`src/rtl/coax_rx_controller.sv`:
```
// -----------------------------------------------------------------------------
// coax_rx_controller
//
// Sequences one coax_rx receiver. Each received word is drained through the
// receiver's read handshake, the receiver is recovered from its sticky ERROR
// state by pulsing its reset, and frame boundaries are tagged. Words are handed
// to the host side through a show-ahead FIFO whose entries are
// {err, eof, data[9:0]}.
//
// Optional feature (compile-time macro):
//   COAX_RX_CONTROLLER_FRAME_LENGTH_EN
//     Adds output frame_length[9:0]: number of words in the most recently
//     completed frame (saturating at 1023). Undefined: no port, no counter.
//
// Parameters:
//   DEPTH         FIFO entries, power of 2, >= 2
//   RESET_CYCLES  cycles rx_reset is held high during error recovery, >= 1
//
// Ports:
//   clk                in   system clock
//   reset              in   synchronous, active-low
//   enable             in   1 = receive, 0 = receiver held in reset
//   rx_reset           out  reset to coax_rx
//   rx_active          in   coax_rx active (falling edge = end of frame)
//   rx_error           in   coax_rx sticky error
//   rx_data[9:0]       in   coax_rx word, or error code while rx_error
//   rx_data_available  in   coax_rx word ready
//   rx_read            out  coax_rx read strobe
//   fifo_data[11:0]    out  FIFO head {err, eof, data}, valid while !fifo_empty
//   fifo_read          in   pop head (ignored when empty)
//   fifo_empty         out  FIFO empty
//   fifo_full          out  FIFO holds DEPTH entries
//   overflow           out  sticky: an entry was dropped on a full FIFO
//   last_error[9:0]    out  code of the most recent receiver error
//   clear_status       in   clears overflow and last_error
//   frame_length[9:0]  out  (macro only) length of last completed frame
//
// Receiver handshake: when rx_data_available is seen in IDLE the word is
// captured and rx_read is pulsed high for exactly one cycle. coax_rx drops
// rx_data_available on the falling edge of rx_read; the controller then waits
// until rx_data_available is observed low before it may capture again, so a
// single word can never be captured twice.
// -----------------------------------------------------------------------------
module coax_rx_controller #(
    parameter int DEPTH        = 16,
    parameter int RESET_CYCLES = 2
) (
    input  logic        clk,
    input  logic        reset,
    input  logic        enable,
    output logic        rx_reset,
    input  logic        rx_active,
    input  logic        rx_error,
    input  logic [9:0]  rx_data,
    input  logic        rx_data_available,
    output logic        rx_read,
    output logic [11:0] fifo_data,
    input  logic        fifo_read,
    output logic        fifo_empty,
    output logic        fifo_full,
    output logic        overflow,
    output logic [9:0]  last_error,
    input  logic        clear_status
`ifdef COAX_RX_CONTROLLER_FRAME_LENGTH_EN
    ,
    output logic [9:0]  frame_length
`endif
);

    localparam int AW  = $clog2(DEPTH);
    localparam int CW  = AW + 1;
    localparam int RCW = (RESET_CYCLES > 1) ? $clog2(RESET_CYCLES) : 1;

    typedef enum logic [2:0] {
        S_DISABLED   = 3'd0,
        S_IDLE       = 3'd1,
        S_READ_HI    = 3'd2,
        S_READ_LO    = 3'd3,
        S_WAIT_CLEAR = 3'd4,
        S_ERROR      = 3'd5,
        S_RECOVER    = 3'd6
    } state_t;

    state_t state;
    state_t next_state;

    // Error-recovery reset timer
    logic [RCW-1:0] rst_cnt;
    logic           rst_done;

    // Per-cycle actions decoded from the FSM
    logic rx_reset_d;
    logic rx_read_d;
    logic do_capture;
    logic do_eof;
    logic do_error;

    // One-word holdback and frame-end tracking
    logic [9:0] hold;
    logic       hold_valid;
    logic       eof_pending;
    logic       rx_active_q;
    logic       eof_fall;

    // FIFO
    logic [11:0]   mem [DEPTH];
    logic [AW-1:0] wr_ptr;
    logic [AW-1:0] rd_ptr;
    logic [AW-1:0] rd_ptr_n;
    logic [CW-1:0] count;
    logic [CW-1:0] count_after_pop;
    logic [CW-1:0] count_n;
    logic          push;
    logic [11:0]   push_data;
    logic          pop;
    logic          push_ok;
    logic          drop;
    logic [11:0]   head_n;

    assign rst_done = (rst_cnt == RCW'(RESET_CYCLES - 1));

    // -------------------------------------------------------------------------
    // FSM: state register
    // -------------------------------------------------------------------------
    always_ff @(posedge clk) begin
        if (!reset) begin
            state <= S_DISABLED;
        end else begin
            state <= next_state;
        end
    end

    // -------------------------------------------------------------------------
    // FSM: next-state logic
    // -------------------------------------------------------------------------
    always_comb begin
        next_state = state;
        if (!enable) begin
            next_state = S_DISABLED;
        end else begin
            case (state)
                S_DISABLED:   next_state = S_IDLE;
                S_IDLE: begin
                    if (rx_error)               next_state = S_ERROR;
                    else if (rx_data_available) next_state = S_READ_HI;
                end
                S_READ_HI:    next_state = S_READ_LO;
                S_READ_LO:    next_state = S_WAIT_CLEAR;
                S_WAIT_CLEAR: begin
                    if (rx_error)                next_state = S_ERROR;
                    else if (!rx_data_available) next_state = S_IDLE;
                end
                S_ERROR: begin
                    if (rst_done) next_state = S_RECOVER;
                end
                S_RECOVER: begin
                    if (!rx_error) next_state = S_IDLE;
                end
                default:      next_state = S_DISABLED;
            endcase
        end
    end

    // -------------------------------------------------------------------------
    // FSM: output / action decode
    // rx_reset and rx_read are derived from next_state and registered, so the
    // registered outputs line up exactly with the state they belong to.
    // -------------------------------------------------------------------------
    always_comb begin
        rx_reset_d = (next_state == S_DISABLED) || (next_state == S_ERROR);
        rx_read_d  = (next_state == S_READ_HI);
        do_capture = 1'b0;
        do_eof     = 1'b0;
        do_error   = 1'b0;
        if (enable) begin
            if ((state == S_IDLE || state == S_WAIT_CLEAR) && rx_error) begin
                do_error = 1'b1;
            end else if (state == S_IDLE) begin
                // End-of-frame waits until no word is mid-handshake, so the
                // last word of a frame is always the one that gets tagged.
                do_capture = rx_data_available;
                do_eof     = !rx_data_available && eof_pending;
            end
        end
    end

    always_ff @(posedge clk) begin
        if (!reset) begin
            rx_reset <= 1'b1;
            rx_read  <= 1'b0;
        end else begin
            rx_reset <= rx_reset_d;
            rx_read  <= rx_read_d;
        end
    end

    always_ff @(posedge clk) begin
        if (!reset) begin
            rst_cnt <= '0;
        end else if (state != S_ERROR) begin
            rst_cnt <= '0;
        end else if (!rst_done) begin
            rst_cnt <= rst_cnt + RCW'(1);
        end
    end

    // -------------------------------------------------------------------------
    // Holdback register and end-of-frame flag
    // -------------------------------------------------------------------------
    // A falling rx_active caused by an error is not a frame end.
    assign eof_fall = rx_active_q && !rx_active && !rx_error;

    always_ff @(posedge clk) begin
        if (!reset) begin
            hold        <= '0;
            hold_valid  <= 1'b0;
            eof_pending <= 1'b0;
            rx_active_q <= 1'b0;
        end else begin
            rx_active_q <= rx_active;
            if (state == S_DISABLED) begin
                hold_valid  <= 1'b0;
                eof_pending <= 1'b0;
            end else if (do_error) begin
                hold_valid  <= 1'b0;
                eof_pending <= 1'b0;
            end else begin
                if (do_capture) begin
                    hold       <= rx_data;
                    hold_valid <= 1'b1;
                end
                if (do_eof) begin
                    hold_valid  <= 1'b0;
                    eof_pending <= 1'b0;
                end
                if (eof_fall) begin
                    eof_pending <= 1'b1;
                end
            end
        end
    end

    // -------------------------------------------------------------------------
    // FIFO push source: the decoded actions are mutually exclusive, so at most
    // one entry is offered per cycle.
    // -------------------------------------------------------------------------
    always_comb begin
        push      = do_error || ((do_capture || do_eof) && hold_valid);
        push_data = {2'b00, hold};
        if (do_error) begin
            push_data = {2'b11, rx_data};
        end else if (do_eof) begin
            push_data = {2'b01, hold};
        end
    end

    // -------------------------------------------------------------------------
    // FIFO bookkeeping. A push onto a full FIFO only succeeds if a pop frees
    // a slot in the same cycle.
    // -------------------------------------------------------------------------
    always_comb begin
        pop             = fifo_read && (count != '0);
        push_ok         = push && ((count != CW'(DEPTH)) || pop);
        drop            = push && !push_ok;
        count_after_pop = count - CW'(pop);
        count_n         = count_after_pop + CW'(push_ok);
        rd_ptr_n        = pop ? (rd_ptr + AW'(1)) : rd_ptr;
        // Show-ahead head for the next cycle; when the FIFO is about to be
        // empty apart from this cycle's push, the push data bypasses memory.
        if (count_after_pop == '0) begin
            head_n = push_ok ? push_data : fifo_data;
        end else begin
            head_n = mem[rd_ptr_n];
        end
    end

    always_ff @(posedge clk) begin
        if (push_ok) begin
            mem[wr_ptr] <= push_data;
        end
    end

    always_ff @(posedge clk) begin
        if (!reset) begin
            wr_ptr     <= '0;
            rd_ptr     <= '0;
            count      <= '0;
            fifo_data  <= '0;
            fifo_empty <= 1'b1;
            fifo_full  <= 1'b0;
        end else begin
            if (push_ok) begin
                wr_ptr <= wr_ptr + AW'(1);
            end
            rd_ptr     <= rd_ptr_n;
            count      <= count_n;
            fifo_data  <= head_n;
            fifo_empty <= (count_n == '0);
            fifo_full  <= (count_n == CW'(DEPTH));
        end
    end

    // -------------------------------------------------------------------------
    // Status: a set/latch in the same cycle as clear_status wins.
    // -------------------------------------------------------------------------
    always_ff @(posedge clk) begin
        if (!reset) begin
            overflow   <= 1'b0;
            last_error <= '0;
        end else begin
            if (clear_status) begin
                overflow   <= 1'b0;
                last_error <= '0;
            end
            if (drop) begin
                overflow <= 1'b1;
            end
            if (do_error) begin
                last_error <= rx_data;
            end
        end
    end

`ifdef COAX_RX_CONTROLLER_FRAME_LENGTH_EN
    // -------------------------------------------------------------------------
    // Frame length: counts captured words; loaded at the end-of-frame push.
    // A frame abandoned by an error or by disabling is not reported.
    // -------------------------------------------------------------------------
    logic [9:0] frame_cnt;

    always_ff @(posedge clk) begin
        if (!reset) begin
            frame_cnt    <= '0;
            frame_length <= '0;
        end else if (state == S_DISABLED || do_error) begin
            frame_cnt <= '0;
        end else if (do_eof && hold_valid) begin
            frame_length <= frame_cnt;
            frame_cnt    <= '0;
        end else if (do_capture && frame_cnt != 10'd1023) begin
            frame_cnt <= frame_cnt + 10'd1;
        end
    end
`endif

endmodule

```
`config.mk`:
```
export PLATFORM = sky130hd
export DESIGN_NAME = coax_rx_controller
export DESIGN_NICKNAME = d
export VERILOG_FILES = /design/src/rtl/coax_rx_controller.sv
export SDC_FILE = /design/constraint.sdc
export NUM_CORES = 1
export LEC_CHECK = 0
export CAP_MARGIN = 20
export CORE_MARGIN = 8
export CORE_UTILIZATION = 65
export CTS_CLUSTER_DIAMETER = 100
export CTS_CLUSTER_SIZE = 40
export DETAILED_ROUTE_END_ITERATION = 16
export GPL_TIMING_DRIVEN = 1
export PLACE_DENSITY = 0.81
export SLEW_MARGIN = 30
export SYNTH_ARGS = -nofsm -noshare
export SYNTH_HDL_FRONTEND = slang
export SYNTH_SLANG_ARGS = --single-unit
export TNS_END_PERCENT = 100
```
`constraint.sdc`:
```
create_clock -name clk -period 8.6 [get_ports clk]
set_clock_uncertainty 0.05 [all_clocks]
set_input_delay 1.72 -clock clk [delete_from_list [all_inputs] [get_ports clk]]
set_output_delay 1.72 -clock clk [all_outputs]
set_load 0.01 [all_outputs]
```
Word-level counts from Yosys, hierarchy flattened. Memories as Yosys holds them, arrays and structs flattened. Cells that the tools add are included.

Register bits after elaboration: 57. RAM bits: 192. Bits of input ports: 18. Output and inout port bits: 27. Memories: 1.

Add/subtract/negate cells: 5. Eq/ne operators: 12. Multiplexer cells: 30. Bitwise operators: 3. Reduce and logical (&&, ||, !) cells: 29.

Memories: mem (depth 16, bits a word 12, read ports 1, clocked after Yosys merged registers in 0, write ports 1, RTL line 106) `logic [11:0] mem [DEPTH];`.

Operators with widths (count): two-way mux 12 bit (3); two-way mux 3 bit (7); one-hot mux 3 bit (7 select lines) (1); two-way mux 10 bit (2); two-way mux 1 bit (15); equality test 3 bit (second input constant) (4); two-way mux 11 bit (1); zero test 5 bit (2); equality test 3 x 2 -> 1 bit (second input constant) (3); adder 4 x 1 -> 4 bit (second input constant) (2); logical AND 1 bit (8); zero test 3 bit (2); nonzero test 2 bit (3); adder 5 x 1 -> 5 bit (1); equality test 5 bit (second input constant) (1); logical OR 1 bit (5); != test 5 bit (second input constant) (1); nonzero test 5 bit (1); subtractor 5 x 1 -> 5 bit (1); zero test 1 bit (4); two-way mux 4 bit (1); OR reduction 4 bit (1); equality test 3 x 1 -> 1 bit (second input constant) (1); != test 3 bit (second input constant) (1); other kinds (6) (8).

Depth between registers and ports, before layout. Gate-level depths: netlist of the first run.

Depth after elaboration: 12. Gate-level depth with buffers: 14. Depth with buffers taken out: 13.

Least setup slack after synthesis of the first run. OpenSTA, ideal clock, no wires.

Kind: input -> register. Start point: input port rx_error. End point: memory mem[0][0] (enable). Arrival time: 4.026 ns. Required time: 8.154 ns. Setup slack: 4.128 ns. Cell stages on the path: 8. Cells stage by stage: clkbuf_1 > nor3_1 > nand4_1 > a21oi_1 > buf_2 > buf_2 > nand2_1 > nor3_1.

Longest elaborated chain between the ends: 9. Elaborated cells between the ends (all ways): 13. Those cells by class: mux: 8; reduce/logical: 5.

Ends and longest elaborated chain: from (decl) (RTL line 53) `input logic rx_error,`; logical AND 1 bit (*) (RTL line 176) `if ((state == S_IDLE || state == S_WAIT_CLEAR) && rx_error) begin`; two-way mux 1 bit (RTL line 176); two-way mux 1 bit (RTL line 175) `if (enable) begin`; logical OR 1 bit (RTL line 248) `push = do_error || ((do_capture || do_eof) && hold_valid);`; logical AND 1 bit (RTL line 248); logical OR 1 bit (*) (RTL line 248); logical AND 1 bit (*) (RTL line 263) `push_ok = push && ((count != CW'(DEPTH)) || pop);`; net push_ok (RTL line 116) `logic push_ok;`; two-way mux 1 bit (*) (RTL line 278) `if (push_ok) begin`; two-way mux 1 bit (not written as such) (*) (RTL line 279) `mem[wr_ptr] <= push_data;`; to (decl) (RTL line 106).

The timed path passes the listed nets; every way through them passes the cells marked *.

Worst setup path in the final report of the first run.
Start point: input port fifo_read. End point: register fifo_data[5].

Longest elaborated chain between the ends: 4. Elaborated cells between the ends (all ways): 9. Those cells by class: add/sub: 1; eq/ne: 1; mux: 2; reduce/logical: 4; memory: 1.

Ends and longest elaborated chain: from (decl) (RTL line 58) `input logic fifo_read,`; logical AND 1 bit (*) (RTL line 262) `pop = fifo_read && (count != '0);`; subtractor 5 x 1 -> 5 bit, or another cell as far along (RTL line 265) `count_after_pop = count - CW'(pop);`; zero test 5 bit, or another cell as far along (RTL line 270) `if (count_after_pop == '0) begin`; != test 2 bit (no line) or two-way mux 12 bit (tied branches); to (signal assigned) (RTL line 297) `fifo_data <= head_n;`; to (decl) (RTL line 57) `output logic [11:0] fifo_data,`.

Mark *: on every way between the ends. The rest lies on a longest branch, timed or not. A chain may end at the register's enable or synchronous reset.

==> impl_metrics.toml, run 1 <==
[run_status]
status = "finished, final reports clean"

[hold_path]
hold_path.class = "reg -> reg"
holdPathStages = 2
hold_path_startpoint = "hold_valid"
hold_end = "hold_valid"

[critical_path]
required_ps = 8970
worst_path_max_delay_cell = "inv_2"
timing.rr.end = "fifo_data[5]"
rrSetupSlack_ps = 4030
crit_buf_inv = 3
r2r_cells = 12
crit_type = "in -> reg"
endpoint_kind = "register"
cpMostUsedCell = "o211ai_1"
crit_chain = "clkdlybuf4s50_1 > o21ai_4 > buf_4 > inv_2 > ha_1 > nor3b_1 > xor2_1 > o31ai_1 > nor2b_1 > o211ai_1 > o211ai_1"
startpoint_type = "input port"
cp_max_fo = 53
timing.rr.start = "count[1]"
arrival_ps = 5710
critPathMaxStageDelay_ps = 770
critPathTopFamily = "buffers and inverters"

[logic_synthesis]
muxShareOfSynthArea = 0.206
yosys.area_share.adder = 0.00929
yosysTopAreaCell = "edfxtp_1"
ys_seq_area_frac = 0.570
synth_top_family_by_area = "multiplexers"
synth_cell_types = 50
netlist_area_um2 = 12100
synth_edf_count = 192
synthSimpleGateAreaFrac = 0.113
yosys_register_bits = 249
ys_top_cells_by_area = "edfxtp_1, dfxtp_1, mux4_2"
synth-compound-area-share = 0.0689
syn_avg_cell_area_um2 = 12.9
async_reset_ff_frac = 0
syn_inst = 939
syn_nets = 966
synth_top_cell_area_share = 0.476
ys_warn_count = 0
synthFlopType = "edfxtp_1"
synth_xor_area_frac = 0.00867

[cts]
cts_max_path_buffers = 3
cts_tree = "built"
cts_hold_buf = 0
h-tree-depth = 1
cts-root-buf = "clkbuf_16"
worstSkewPairLatency_ps = 490
cts-buffers-inserted = 10
cts_setup_buffers = 0
cts_sinks = 249
clk_pin_slew_ps = 130
cts_resized = 0

[global_routing]
grt_max_degree = 54
grt_usage = 0.251
grt-ovfl-total = 0
grt_first_pass_wirelength_um = 45900
grt_pass1_vias = 8172
antenna_found_initial = 0

[layout]
num_antenna_cells = 0
drive_gt1_frac = 0.189
final_cell_area_um2 = 13200
final-instance-count-excl-fill = 1190
area_growth_pct = 8.50
nets = 979

[power]
p_sw_w = 0.00110
p_int_w = 0.00213
powerDensity_nw_per_um2 = 246
combPwrFrac = 0.375
switching_share = 0.340
pwr-share-clk = 0.194
max-vdd-ir-drop_v = 0.000170
p_seq_frac = 0.431
leakagePower_nw = 4.32

[detailed_routing]
ant_nets = 0
via_per_inst = 6.74
dr.pass1.iters = 6
wirelength_um = 29300
num_vias = 8015
drc_errors = 0
drt-initial-drc-count = 850
detail_route.wl_per_cell_um = 24.7

[sta]
setup-tns-final_ps = 0
slew_headroom = 0.364
rsz0062_at_grt = "false"
max_slew.worst_pin.slew_ps = 951
finalMaxSlewViolations = 0
fmax_ghz = 0.187
hold_viol = 0
setup_violations = 0
post-route-period-util = 0.621
period_minus_slack_ps = 5340

[place]
routabilityCongestion = 0.883
hpwl_um = 19300
portBuffers = 44
dp.cells = 1174
dpl_cell_area_um2 = 12800

[floorplanning]
die_y_um = 153
io_pins = 45
die_area_um2 = 23300
rows = 50
core-area_um2 = 18500
start_util = 0.655
dieWidth_um = 153

[job]
max_cap_violations = 0
final cells by class:
cell class | count | area (µm²)
Clock inverter | 3 | 33.8
Inverter | 12 | 45.0
Sequential cell | 249 | 6910
Fill cell | 1227 | 5360
Multi-Input combinational cell | 615 | 4980
Timing Repair Buffer | 64 | 591
Clock buffer | 13 | 304
Tap cell | 234 | 293
flip-flops by register name, summed over array words and instances, names as in the netlist, 3 cells and up:
name,cells
count,5
fifo_data,12
hold,10
last_error,10
mem,192
rd_ptr,4
state,3
wr_ptr,4
per-layer routing:
metal | GRT usage | share of wire
met1 | 0.314 | 0.38
met3 | 0.0355 | 0.076
met2 | 0.438 | 0.51
met4 | 0.0881 | 0.036
met5 | 0 | 0
synthesized netlist by cell type (all sizes together), types with 2 or more instances:
cell     count
edfxtp     192
nand2      106
mux2        79
nor2        66
dfxtp       57
mux2i       50
mux4        49
clkbuf      34
nand3       34
buf         29
o21ai       29
o211ai      23
o22ai       22
nor2b       18
nand4       15
a21oi       14
nand2b      14
a21boi      13
inv         12
o221ai      11
and2        10
ha           9
nor3         9
xor2         7
xnor2        5
nor3b        4
a2111oi      3
a31oi        3
nand4b       2
nor4         2
or3          2
or4          2
worst reg2reg max path, stage by stage, from the launching register on:
cell and delay [ps]:
dfxtp_1 360, or4_4 580, o21ai_4 130, buf_4 550
inv_2 600, ha_1 420, ha_1 230, xnor2_1 180
nand3_1 130, o31ai_1 110, nor2b_1 770, o211ai_1 240
o211ai_1 160
power by group through the flow:
| stage | clock [W] | combinational [W] | sequential [W] |
|---|---|---|---|
| final | 0.000627 | 0.00121 | 0.00139 |
| after global placement | 0 | 0.00118 | 0.00142 |
| after CTS | 0.000630 | 0.00121 | 0.00139 |
| after global routing | 0.000665 | 0.00130 | 0.00140 |
| after floorplan | 0 | 0.000894 | 0.00140 |
| after detailed placement | 0 | 0.00120 | 0.00142 |
placed cells by master, fill, tap and decap left out, types with 2 or more instances in the layout:
cell / instances
nand4b_1: 2
and2_1: 10
clkdlybuf4s50_1: 44
nand2_1: 106
or3_1: 2
a2111oi_0: 3
mux2i_1: 50
edfxtp_1: 192
nor3_1: 5
a21boi_0: 13
mux2_2: 79
nand4_1: 15
buf_4: 20
a21oi_1: 13
ha_1: 8
a31oi_1: 3
o211ai_1: 23
mux4_2: 49
xnor2_1: 5
nand2b_1: 14
o221ai_1: 11
nor4_1: 2
o21ai_0: 28
nor3_2: 4
nor2_1: 61
nand3_1: 34
nor2b_1: 18
clkbuf_16: 12
nor2_2: 5
inv_1: 11
o22ai_1: 22
nor3b_1: 4
dfxtp_1: 55
xor2_1: 6
worst max-delay path by stage:
stage               from           end  cells past startpoint
2_1_floorplan   rx_error     mem[0][0]                      8
3_3_place_gp   fifo_read  fifo_data[6]                     11
3_5_place_dp   fifo_read  fifo_data[1]                     11
4_1_cts        fifo_read  fifo_data[1]                     11
5_1_grt        fifo_read  fifo_data[1]                     11
6_report       fifo_read  fifo_data[5]                     11
cell families (layout without fill, tap and decap cells):
logic type	after synthesis	in the layout
AND/OR/NAND/NOR	291	291
flip-flops	249	249
multiplexers	178	178
AO/OA/AOI/OAI	125	125
buffers and inverters	75	92
XOR/XNOR	12	12
adder cells (fa/ha/maj)	9	9
stage by stage:
stage,power [W],utilization,hold WS [ps],setup WS [ps]
after floorplan,0.00229,-,372,4130
after global placement,0.00260,0.692,387,3000
after detailed placement,0.00262,0.692,401,2840
after CTS,0.00323,0.710,420,3290
after global routing,0.00336,0.710,444,2950
final,0.00323,0.710,419,3260
Note: power is estimated with default switching activity, not from simulation.
==> run 2: changes to the inputs <==
--- a/config.mk
+++ b/config.mk
@@ -7,12 +7,12 @@
 export LEC_CHECK = 0
 export CAP_MARGIN = 20
 export CORE_MARGIN = 8
-export CORE_UTILIZATION = 65
+export CORE_UTILIZATION = 61
 export CTS_CLUSTER_DIAMETER = 100
 export CTS_CLUSTER_SIZE = 40
 export DETAILED_ROUTE_END_ITERATION = 16
 export GPL_TIMING_DRIVEN = 1
-export PLACE_DENSITY = 0.81
+export PLACE_DENSITY = 0.77
 export SLEW_MARGIN = 30
 export SYNTH_ARGS = -nofsm -noshare
 export SYNTH_HDL_FRONTEND = slang
==> constraint.sdc (replaced) <==
create_clock -name clk -period 5 [get_ports clk]
set_clock_uncertainty 0.05 [all_clocks]
set_input_delay 1 -clock clk [delete_from_list [all_inputs] [get_ports clk]]
set_output_delay 1 -clock clk [all_outputs]
set_load 0.01 [all_outputs]
==> impl_metrics.toml, run 2 (synthesis results as in run 1) <==
[run_status]
status = "finished, final reports clean"

[sta]
max_slew.worst_pin.slew_ps = 954
setup-tns-final_ps = 0
setup_ws_ps = 1510
period_minus_slack_ps = 3490
fmax_ghz = 0.286
setup_violations = 0
slew_headroom = 0.363
hold_viol = 0
rsz0062_at_grt = "false"
post-route-period-util = 0.698
holdWs_ps = 405
finalMaxSlewViolations = 0

[place]
place_ws_ps = 1020
routabilityCongestion = 0.849
portBuffers = 44
hpwl_um = 18700
dp.cells = 1215

[power]
p_seq_frac = 0.433
powerDensity_nw_per_um2 = 416
max-vdd-ir-drop_v = 0.000363
p_sw_w = 0.00185
p_int_w = 0.00368
leakagePower_nw = 4.40
switching_share = 0.334
combPwrFrac = 0.376
pwr-share-clk = 0.191

[cts]
cts_resized = 0
cts-root-buf = "clkbuf_16"
cts-buffers-inserted = 10
clk_pin_slew_ps = 130
worstSkewPairLatency_ps = 490
cts_tree = "built"
cts_sinks = 249
cts_max_path_buffers = 3
cts_setup_buffers = 0
h-tree-depth = 1
cts_hold_buf = 0

[floorplanning]
rows = 51
dieWidth_um = 157
start_util = 0.623
die_area_um2 = 24600
io_pins = 45
die_y_um = 157
core-area_um2 = 19500

[global_routing]
grt_max_degree = 54
grt_pass1_vias = 8015
grt_usage = 0.235
grt-ovfl-total = 0
grt_first_pass_wirelength_um = 44600
antenna_found_initial = 0

[job]
max_cap_violations = 0

[layout]
nets = 990
area_growth_pct = 9.45
layout_commonest_cell = "edfxtp_1"
drive_gt1_frac = 0.194
num-fill-cells = 1397
top_register = "mem"
final_cell_mix = "edfxtp_1, nand2_1, mux2_2"
num_antenna_cells = 0
biggestRegsByFlops = "mem (192), fifo_data (12)"
largest_reg_flops = 192
final-instance-count-excl-fill = 1232

[critical_path]
endpoint_kind = "register"
required_ps = 5150
crit_type = "in -> reg"
cp_max_fo = 30
arrival_ps = 3640
startpoint_type = "input port"

[detailed_routing]
dr.pass1.iters = 5
detail_route.wl_per_cell_um = 23.5
via_per_inst = 6.43
num_vias = 7922
wirelength_um = 29000
ant_nets = 0
drt-initial-drc-count = 729
drc_errors = 0

[hold_path]
hold_path.class = "reg -> reg"
-- run 2: worst paths after layout --
| check | end | slack (ps) | from | cells past startpoint |
|---|---|---|---|---|
| hold reg to reg | eof_pending | 400 | rx_active_q | 2 |
| setup reg to reg | fifo_data[7] | 1680 | count[1] | 10 |
| setup / recovery | mem[6][8] | 1510 | rx_error | 8 |
| hold / removal | eof_pending | 400 | rx_active_q | 2 |
-- run 2: critical path, stage by stage --
cell and delay [ps]:
clkdlybuf4s50_1 560, nor3_1 450, nand4_1 210, a21oi_2 210
buf_4 320, nand2_1 180, nor2_1 410, buf_4 280
-- run 2: cell type report --
cell class	count	area [µm²]	share of cell area
multi-input combinational	615	4960	0.374
inverter	12	45.0	0.00339
clock inverter	3	36.3	0.00273
sequential	249	6910	0.521
timing repair buffer	75	693	0.0522
clock buffer	13	293	0.0221
tap	265	332	0.0250
-- run 2: metal layers --
metal / vias up / GRT usage / wire (µm)
met5: - / 0 / 0
met2: 344 / 0.398 / 14300
met4: 0 / 0.0824 / 925
met3: 51 / 0.0293 / 2100
met1: 3925 / 0.308 / 11700
li1: 3602 / - / -
-- run 2: through the flow --
stage | total power [W] | area (µm²) | utilization
global route | 0.00577 | 13300 | 0.682
global placement | 0.00444 | 12900 | 0.663
finish | 0.00553 | 13300 | 0.682
floorplan | 0.00394 | 12100 | -
detailed placement | 0.00447 | 12900 | 0.663
CTS | 0.00551 | 13200 | 0.680
-- run 2: power groups by stage --
stage,clock (W),combinational (W),sequential (W)
after floorplan,0,0.00154,0.00240
after global placement,0,0.00200,0.00244
after detailed placement,0,0.00203,0.00244
after CTS,0.00107,0.00205,0.00239
after global routing,0.00113,0.00224,0.00240
final,0.00106,0.00208,0.00239
==> run 3: changes to the inputs <==
--- a/config.mk
+++ b/config.mk
@@ -7,12 +7,12 @@
 export LEC_CHECK = 0
 export CAP_MARGIN = 20
 export CORE_MARGIN = 8
-export CORE_UTILIZATION = 61
+export CORE_UTILIZATION = 55
 export CTS_CLUSTER_DIAMETER = 100
 export CTS_CLUSTER_SIZE = 40
 export DETAILED_ROUTE_END_ITERATION = 16
 export GPL_TIMING_DRIVEN = 1
-export PLACE_DENSITY = 0.77
+export PLACE_DENSITY = 0.73
 export SLEW_MARGIN = 30
 export SYNTH_ARGS = -nofsm -noshare
 export SYNTH_HDL_FRONTEND = slang
==> constraint.sdc (replaced) <==
create_clock -name clk -period 3 [get_ports clk]
set_clock_uncertainty 0.05 [all_clocks]
set_input_delay 0.6 -clock clk [delete_from_list [all_inputs] [get_ports clk]]
set_output_delay 0.6 -clock clk [all_outputs]
set_load 0.01 [all_outputs]
==> impl_metrics.toml, run 3 (synthesis results as in run 1) <==
[sta]
post-route-period-util = 0.967
finalMaxSlewViolations = 0
rsz0062_at_grt = "true"
setup_violations = 0
fmax_ghz = 0.345
max_slew.worst_pin.slew_ps = 695
slew_headroom = 0.536
hold_viol = 0
period_minus_slack_ps = 2900
setup_ws_ps = 98.4

[layout]
num-fill-cells = 1646
seqCellArea_um2 = 6910
final_cell_area_um2 = 13800
layout_commonest_cell = "edfxtp_1"
fin_util = 0.634
multiInputGateArea_um2 = 5020
drive_gt1_frac = 0.235
biggestRegsByFlops = "mem (192), fifo_data (12)"
largest_reg_flops = 192
final_cell_mix = "edfxtp_1, nand2_1, mux2_2"
nets = 1028
area_growth_pct = 13.8
num_antenna_cells = 0
top_register = "mem"

[detailed_routing]
drc_errors = 0
drt-initial-drc-count = 912
via_per_inst = 6.32
ant_nets = 0
detail_route.wl_per_cell_um = 24.0
wirelength_um = 30800
num_vias = 8127
dr.pass1.iters = 5

[place]
place_ws_ps = -121
routabilityCongestion = 0.911
hpwl_um = 20500
portBuffers = 44
dpl_cell_area_um2 = 13400

[global_routing]
grt_usage = 0.229
grt_pass1_vias = 8233
antenna_found_initial = 0
grt_max_degree = 53
grt-ovfl-total = 0
grt_first_pass_wirelength_um = 47100

[critical_path]
endpoint_kind = "register"
arrival_ps = 3250
startpoint_type = "register"
cp_max_fo = 10
crit_type = "reg -> reg"
required_ps = 3350

[power]
powerDensity_nw_per_um2 = 704
leakagePower_nw = 4.63
max-vdd-ir-drop_v = 0.000616
power.total_w = 0.00971

[cts]
cts-root-buf = "clkbuf_16"
cts_tree = "built"
cts_max_path_buffers = 3
cts-buffers-inserted = 11
h-tree-depth = 1
clk_pin_slew_ps = 130
worstSkewPairLatency_ps = 510
cts_sinks = 249
cts_hold_buf = 0

[floorplanning]
die_area_um2 = 27000
dieWidth_um = 164
core-area_um2 = 21800
die_y_um = 164
start_util = 0.557
io_pins = 45
rows = 54

[job]
max_cap_violations = 0

[hold_path]
hold_path.class = "reg -> reg"

[run_status]
status = "finished, final reports clean"
## run 3: cell types whose count changed in the layout (fill, tap and decap cells not counted), moves of 2 or more
cell and delta:
buf_4 +25, buf_12 +12, nor3_1 -2, o21ai_0 -2, o21ai_1 +2
## run 3: final timing paths
path	from	to	slack [ps]	cells past startpoint
min reg2reg	rx_active_q	eof_pending	400	2
max	count[1]	fifo_data[8]	100	12
min	rx_active_q	eof_pending	400	2
max reg2reg	count[1]	fifo_data[8]	100	12
## run 3: metal layers
metal,vias up,part of all wire,global-route usage
li1,3681,-,-
met1,4048,0.41,0.305
met2,330,0.48,0.380
met3,68,0.077,0.0297
met4,0,0.035,0.0835
met5,-,0,0
## run 3: where the power goes
part / internal [W] / switching (W)
Combinational: 0.00178 / 0.00211
Clock: 0.000734 / 0.00113
Sequential: 0.00383 / 0.000130
## run 3: metrics by stage
step	TNS, ps	hold WS [ps]	std cells
finish	0	402	1285
global route	-193	426	1285
CTS	0	405	1283
detailed placement	-987	388	1266
global placement	-401	392	1266
floorplan	0	372	939
## run 3: critical path: stages, from the launching register on
cell,delay (ps)
dfxtp_2,360
or4_4,570
o21ai_4,150
inv_2,50
ha_1,220
ha_4,190
xnor2_2,220
nand3_2,140
o31ai_4,290
nor2_2,100
buf_6,170
nand4_1,180
o211ai_1,110
## run 3: what timing repair did
item                       4_1_cts  5_1_grt
setup endpoints to repair        4       14
pin swaps                        0        4
gates resized for setup          2        9
gates cloned                     0        0
setup buffers                    0        2
## run 3: layout make-up
type,instances,area share
sequential,249,0.501
multi-input combinational,615,0.364
timing repair buffer,112,0.0801
tap,280,0.0254
clock buffer,11,0.0199
clock inverter,6,0.00626
inverter,12,0.00326
